File: src/rtl/bus_map_pkg.sv
// Shared processor bus map: region nibbles, timer register offsets,
// CTRL/STATUS bit positions and the timer FSM encoding.
package bus_map_pkg;

    localparam logic [3:0] REGION_IMEM  = 4'h0;
    localparam logic [3:0] REGION_LED   = 4'h1;
    localparam logic [3:0] REGION_SEG7  = 4'h2;
    localparam logic [3:0] REGION_SW    = 4'h3;
    localparam logic [3:0] REGION_TIMER = 4'h4;

    localparam logic [1:0] REG_CTRL   = 2'd0;
    localparam logic [1:0] REG_LOAD   = 2'd1;
    localparam logic [1:0] REG_COUNT  = 2'd2;
    localparam logic [1:0] REG_STATUS = 2'd3;

    localparam int CTRL_EN    = 0;
    localparam int CTRL_AUTO  = 1;
    localparam int CTRL_IE    = 2;
    localparam int CTRL_W     = 3;
    localparam int STATUS_EXP = 0;

    typedef enum logic {
        ST_IDLE = 1'b0,
        ST_RUN  = 1'b1
    } timer_state_t;

endpackage

File: src/rtl/timer_prescaler.sv
// Divides Clock by PRESCALE while run is high; the counter sits at 0 when idle,
// so the first tick after a start always lands PRESCALE cycles later.
module timer_prescaler #(
    parameter int unsigned PRESCALE = 1
) (
    input  logic Clock,
    input  logic Resetn,
    input  logic run,
    output logic tick
);

    localparam logic [15:0] LAST = 16'(PRESCALE - 1);

    logic [15:0] r_cnt;

    assign tick = run && (r_cnt == LAST);

    always_ff @(posedge Clock or negedge Resetn) begin
        if (!Resetn) begin
            r_cnt <= '0;
        end else if (!run || tick) begin
            r_cnt <= '0;
        end else begin
            r_cnt <= r_cnt + 16'd1;
        end
    end

endmodule

File: src/rtl/bus_timer.sv
// Memory-mapped down-counting timer: CTRL/LOAD/COUNT/STATUS registers,
// one-shot or auto-reload expiry, sticky EXP flag and a level interrupt.
module bus_timer
    import bus_map_pkg::*;
#(
    parameter logic [3:0]  BASE     = REGION_TIMER,
    parameter int unsigned PRESCALE = 1
) (
    input  logic        Clock,
    input  logic        Resetn,
    input  logic [15:0] ADDR,
    input  logic [15:0] DOUT,
    input  logic        W,
    output logic [15:0] rdata,
    output logic        irq
);

    timer_state_t r_state, w_state_nxt;

    logic [CTRL_W-1:0] r_ctrl;
    logic [15:0]       r_load;
    logic [15:0]       r_count;
    logic              r_exp;

    logic        w_cs, w_wr;
    logic        w_wr_ctrl, w_wr_load, w_wr_count, w_wr_status;
    logic        w_run, w_tick, w_expire, w_oneshot_end;
    logic [1:0]  w_reg;
    logic [15:0] w_rd_val;
    logic        w_unused_addr;

    assign w_cs          = (ADDR[15:12] == BASE);
    assign w_wr          = w_cs && W;
    assign w_reg         = ADDR[1:0];
    assign w_unused_addr = ^ADDR[11:2];

    assign w_wr_ctrl   = w_wr && (w_reg == REG_CTRL);
    assign w_wr_load   = w_wr && (w_reg == REG_LOAD);
    assign w_wr_count  = w_wr && (w_reg == REG_COUNT);
    assign w_wr_status = w_wr && (w_reg == REG_STATUS);

    assign w_run = (r_state == ST_RUN);

    timer_prescaler #(
        .PRESCALE(PRESCALE)
    ) u_prescaler (
        .Clock (Clock),
        .Resetn(Resetn),
        .run   (w_run),
        .tick  (w_tick)
    );

    assign w_expire      = w_tick && (r_count == 16'd0);
    assign w_oneshot_end = w_expire && !r_ctrl[CTRL_AUTO];

    always_ff @(posedge Clock or negedge Resetn) begin
        if (!Resetn) begin
            r_state <= ST_IDLE;
        end else begin
            r_state <= w_state_nxt;
        end
    end

    // A CTRL write in the expiry cycle decides the next state outright.
    always_comb begin
        w_state_nxt = r_state;
        case (r_state)
            ST_IDLE: begin
                if (w_wr_ctrl && DOUT[CTRL_EN]) w_state_nxt = ST_RUN;
            end
            ST_RUN: begin
                if (w_wr_ctrl) begin
                    if (!DOUT[CTRL_EN]) w_state_nxt = ST_IDLE;
                end else if (w_oneshot_end) begin
                    w_state_nxt = ST_IDLE;
                end
            end
            default: w_state_nxt = ST_IDLE;
        endcase
    end

    always_ff @(posedge Clock or negedge Resetn) begin
        if (!Resetn) begin
            r_ctrl <= '0;
        end else if (w_wr_ctrl) begin
            r_ctrl <= DOUT[CTRL_W-1:0];
        end else if (w_oneshot_end) begin
            r_ctrl[CTRL_EN] <= 1'b0;
        end
    end

    always_ff @(posedge Clock or negedge Resetn) begin
        if (!Resetn) begin
            r_load <= '0;
        end else if (w_wr_load) begin
            r_load <= DOUT;
        end
    end

    // The tick only fires in RUN, so COUNT is frozen while idle.
    always_ff @(posedge Clock or negedge Resetn) begin
        if (!Resetn) begin
            r_count <= '0;
        end else if (w_wr_count) begin
            r_count <= DOUT;
        end else if (w_tick) begin
            if (r_count != 16'd0) begin
                r_count <= r_count - 16'd1;
            end else if (r_ctrl[CTRL_AUTO]) begin
                r_count <= r_load;
            end
        end
    end

    always_ff @(posedge Clock or negedge Resetn) begin
        if (!Resetn) begin
            r_exp <= 1'b0;
        end else if (w_expire) begin
            r_exp <= 1'b1;
        end else if (w_wr_status && DOUT[STATUS_EXP]) begin
            r_exp <= 1'b0;
        end
    end

    always_comb begin
        w_rd_val = 16'h0000;
        case (w_reg)
            REG_CTRL:   w_rd_val = {13'h0000, r_ctrl};
            REG_LOAD:   w_rd_val = r_load;
            REG_COUNT:  w_rd_val = r_count;
            REG_STATUS: w_rd_val = {15'h0000, r_exp};
            default:    w_rd_val = 16'h0000;
        endcase
    end

    always_ff @(posedge Clock or negedge Resetn) begin
        if (!Resetn) begin
            rdata <= 16'h0000;
        end else begin
            rdata <= w_cs ? w_rd_val : 16'h0000;
        end
    end

    assign irq = r_exp && r_ctrl[CTRL_IE];

endmodule

File: config.mk
export PLATFORM = sky130hd
export DESIGN_NAME = bus_timer
export DESIGN_NICKNAME = d
export VERILOG_FILES = /design/src/rtl/bus_map_pkg.sv /design/src/rtl/timer_prescaler.sv /design/src/rtl/bus_timer.sv
export SDC_FILE = /design/constraint.sdc
export NUM_CORES = 1
export LEC_CHECK = 0
export CORE_MARGIN = 5
export CORE_UTILIZATION = 57
export CTS_BUF_LIST = sky130_fd_sc_hd__clkbuf_8
export CTS_CLUSTER_DIAMETER = 60
export DETAILED_ROUTE_END_ITERATION = 12
export GPL_TIMING_DRIVEN = 0
export PLACE_DENSITY_LB_ADDON = 0.12
export SLEW_MARGIN = 10
export SYNTH_ARGS = -nofsm -noshare
export SYNTH_HDL_FRONTEND = slang
export SYNTH_SLANG_ARGS = --single-unit
File: constraint.sdc
create_clock -name Clock -period 2.45 [get_ports Clock]
set_input_delay 0.245 -clock Clock [delete_from_list [all_inputs] [get_ports Clock]]
set_output_delay 0.245 -clock Clock [all_outputs]
set_load 0.02 [all_outputs]
==> flow_metrics.tcl <==
set metrics [dict create \
    ys_types 63 \
    vias_per_cell 6.16 \
    core_area_um2 6350 \
    p_sw_share_pct 33.9 \
    wl_per_cell_um 18.4 \
    maxCapViolations 0 \
    n_antenna_cell 0 \
    rsz0062_at_grt "no" \
    io_buffers 40 \
    syn_avg_cell_area_um2 10.5 \
    cp_max_fo 10 \
    initial_core_util_pct 58.5 \
    clock_latency_ps 350 \
    die_w_um 90.7 \
    power.leakage_nw 1.88 \
    fmax_mhz 437 \
    hold_depth 4 \
    arrival_ps 2520 \
    grtUsageMet1_pct 31.5 \
    postSynth.asyncResetShare_pct 100 \
    power.total_mw 3.84 \
    cts-root-buf "clkbuf_8" \
    p_switching_mw 1.30 \
    use_met3_pct 4.33 \
    final_layout_size_suffix_gt1_share_pct 17.1 \
    synth.area.top_cells "dfrtp_1 (46%), mux2_2 (5.2%), nor2_1 (4.8%)" \
    end_kind "flip-flop" \
    pin_count 52 \
    yosys.area.top_type_share_pct 46.5 \
    gr-total-overflow 0 \
    ant_nets 0 \
    fp.dieH_um 90.7 \
    clkPwrFrac_pct 27.4 \
    cts_htree_levels 3 \
    setup_tns_ps 0 \
    internal-power_mw 2.54 \
    r2r_slack_ps 180 \
    grt_antenna_before_repair 0 \
    drc 0 \
    hold_viol 0 \
    numCtsBuffers 9 \
    area_growth_pct 20.4 \
    crit_type "in -> reg" \
    cts_tree "done" \
    ys.flop_type "dfrtp_1" \
    setup_violations 0 \
    slew_violations 0 \
    relSlewSlack_pct 52.0 \
    critPathTopFamily "simple AND/OR/NAND/NOR gates" \
    r2r_cells 8 \
    synth_area_um2 3710 \
    fin_util_pct 70.4 \
    r2r-start "r_count[0]" \
    grt_busiest_layer "met2" \
    grt_first_pass_wirelength_um 15100 \
    hold_end "r_exp" \
    wl_um 8980 \
    met2_usage_pct 35.2 \
    grt_pass1_vias 2971 \
    cpMaxStageDelayCell "nor4b_2" \
    yosys_warnings 0 \
    pwr_density_cell_nw_per_um2 859 \
    final_nets 444 \
    min_period_ps 2290 \
    ys_seq_area_share_pct 46.5 \
    clk_pin_slew_ps 70 \
    place_congestion 0.937 \
    drt_iter0_drc 179 \
    dp_hpwl_um 6290 \
    outcome "completed" \
    ir_drop_uv 554 \
    skew_ps 9.78 \
    nFillCells 489 \
    syn_nets 391 \
    synth_top_area_cell "dfrtp_1" \
    path_cells "clkdlybuf4s50_1 > nor4b_2 > nand3_1 > and2_4 > buf_6 > a221o_1" \
    max_slew.worst_pin.slew_ps 718 \
    worst_r2r_endpoint "r_count[8]" \
    yosysMostFrequentCell "dfrtp_1" \
    row_count 29 \
    num_vias 3000 \
    synthTopCellsByCount "dfrtp_1 (69), nor2_1 (47), mux2_2 (17)" \
    postCtsSetupRepairBufs 0 \
    p_seq_share_pct 39.6 \
    synth-seq-cells 69 \
    synth-edff-count 0 \
    clkSinkCount 69 \
    crit_required_ps 2690 \
    dieArea_um2 8230 \
    grt_max_degree 42 \
    syn-instance-count 352 \
    crit_path_start_kind "input port" \
    share_comb_of_total_power_pct 33.1 \
    cp_slowest_stage_delay_ps 680 \
    cts.path.max_buffers 2 \
    drt-pass1-iter-count 4 \
    worstHoldStart "ADDR[1]" \
    grt_util_all_layers_pct 23.0 \
    post-route-period-util_pct 93.3 \
    hold_path.class "in -> reg" \
    critPathBufInv 2 \
]
## worst min-delay path: cells and delay by family
kind | cells | cell delay (ps)
AO/OA/AOI/OAI | 2 | 170
buffers and inverters | 1 | 150
AND/OR/NAND/NOR | 1 | 90
## per-layer routing
metal | part of all wire [%] | vias up
li1 | - | 1409
met1 | 43 | 1478
met2 | 47 | 97
met3 | 7.5 | 16
met4 | 1.9 | 0
met5 | 0 | -
## registers in the layout, summed over array words and instances (netlist names)
register           cells
r_count               16
r_load                16
rdata                 16
u_prescaler.r_cnt     16
r_ctrl                 3
r_exp                  1
r_state                1
## timing repair
| action | CTS | global route |
|---|---|---|
| endpoints found under the hold margin | 28 | 0 |
| gates resized for setup | 0 | 1 |
| setup endpoints to repair | 0 | 2 |
| hold buffers | 1 | 0 |
## power by group through the flow
stage	Combinational (mW)	Clock (mW)	Sequential (mW)
final	1.27	1.05	1.52
after global routing	1.40	1.12	1.54
after CTS	1.26	1.07	1.51
after detailed placement	1.25	0	1.53
after global placement	1.22	0	1.53
after floorplan	0.976	0	1.48
## final cells by class
class                      count  area (um^2)  share of cell area (%)
clock inverter                 5         73.8                    1.65
tap                           77         96.3                    2.15
multi-input combinational    249         1810                    40.4
timing repair buffer          42          428                    9.57
sequential                    69         1730                    38.6
inverter                      10         37.5                   0.839
clock buffer                  11          151                    3.39
buffer                        24          153                    3.41
## how the worst max path moves through the flow
stage / startpoint / endpoint / cells after the start
final: ADDR[13] / r_count[8] / 6
after detailed placement: ADDR[13] / r_count[3] / 6
after floorplan: r_count[0] / r_count[0] / 7
after global routing: r_count[0] / r_count[8] / 8
after CTS: r_count[0] / r_count[3] / 7
after global placement: Resetn / rdata[12] / 1
## stage by stage
step / area [um^2] / instances / setup slack [ps] / hold WS, ps
6_report: 4470 / 487 / 164 / 336
5_1_grt: 4470 / 487 / 13.5 / 389
4_1_cts: 4460 / 487 / 162 / 327
3_5_place_dp: 4230 / 470 / -112 / 194
3_3_place_gp: 4210 / 469 / -1190 / 496
2_1_floorplan: 3710 / 352 / 517 / -50.6
## logic make-up (layout without fill, tap and decap cells)
family	count (synthesis)	after routing	share of synthesized area [%]
mux	23	23	7.18
simple gates	135	135	22.1
buf+inv	34	92	5.12
flops	69	69	46.5
fa+ha+maj	4	4	1.35
xor+xnor	17	17	4.01
compound gates	70	70	13.7
## layout by cell type (no fill, tap or decap), types with 12 or more instances in the layout
cell / Yosys / layout
a21oi_1: 15 / 15
nor2_1: 47 / 47
mux2_2: 17 / 17
nor3_1: 13 / 13
dfrtp_1: 69 / 69
a22oi_1: 13 / 13
clkdlybuf4s50_1: 0 / 39
clkbuf_8: 1 / 12
(Power assumes the default switching activity.)
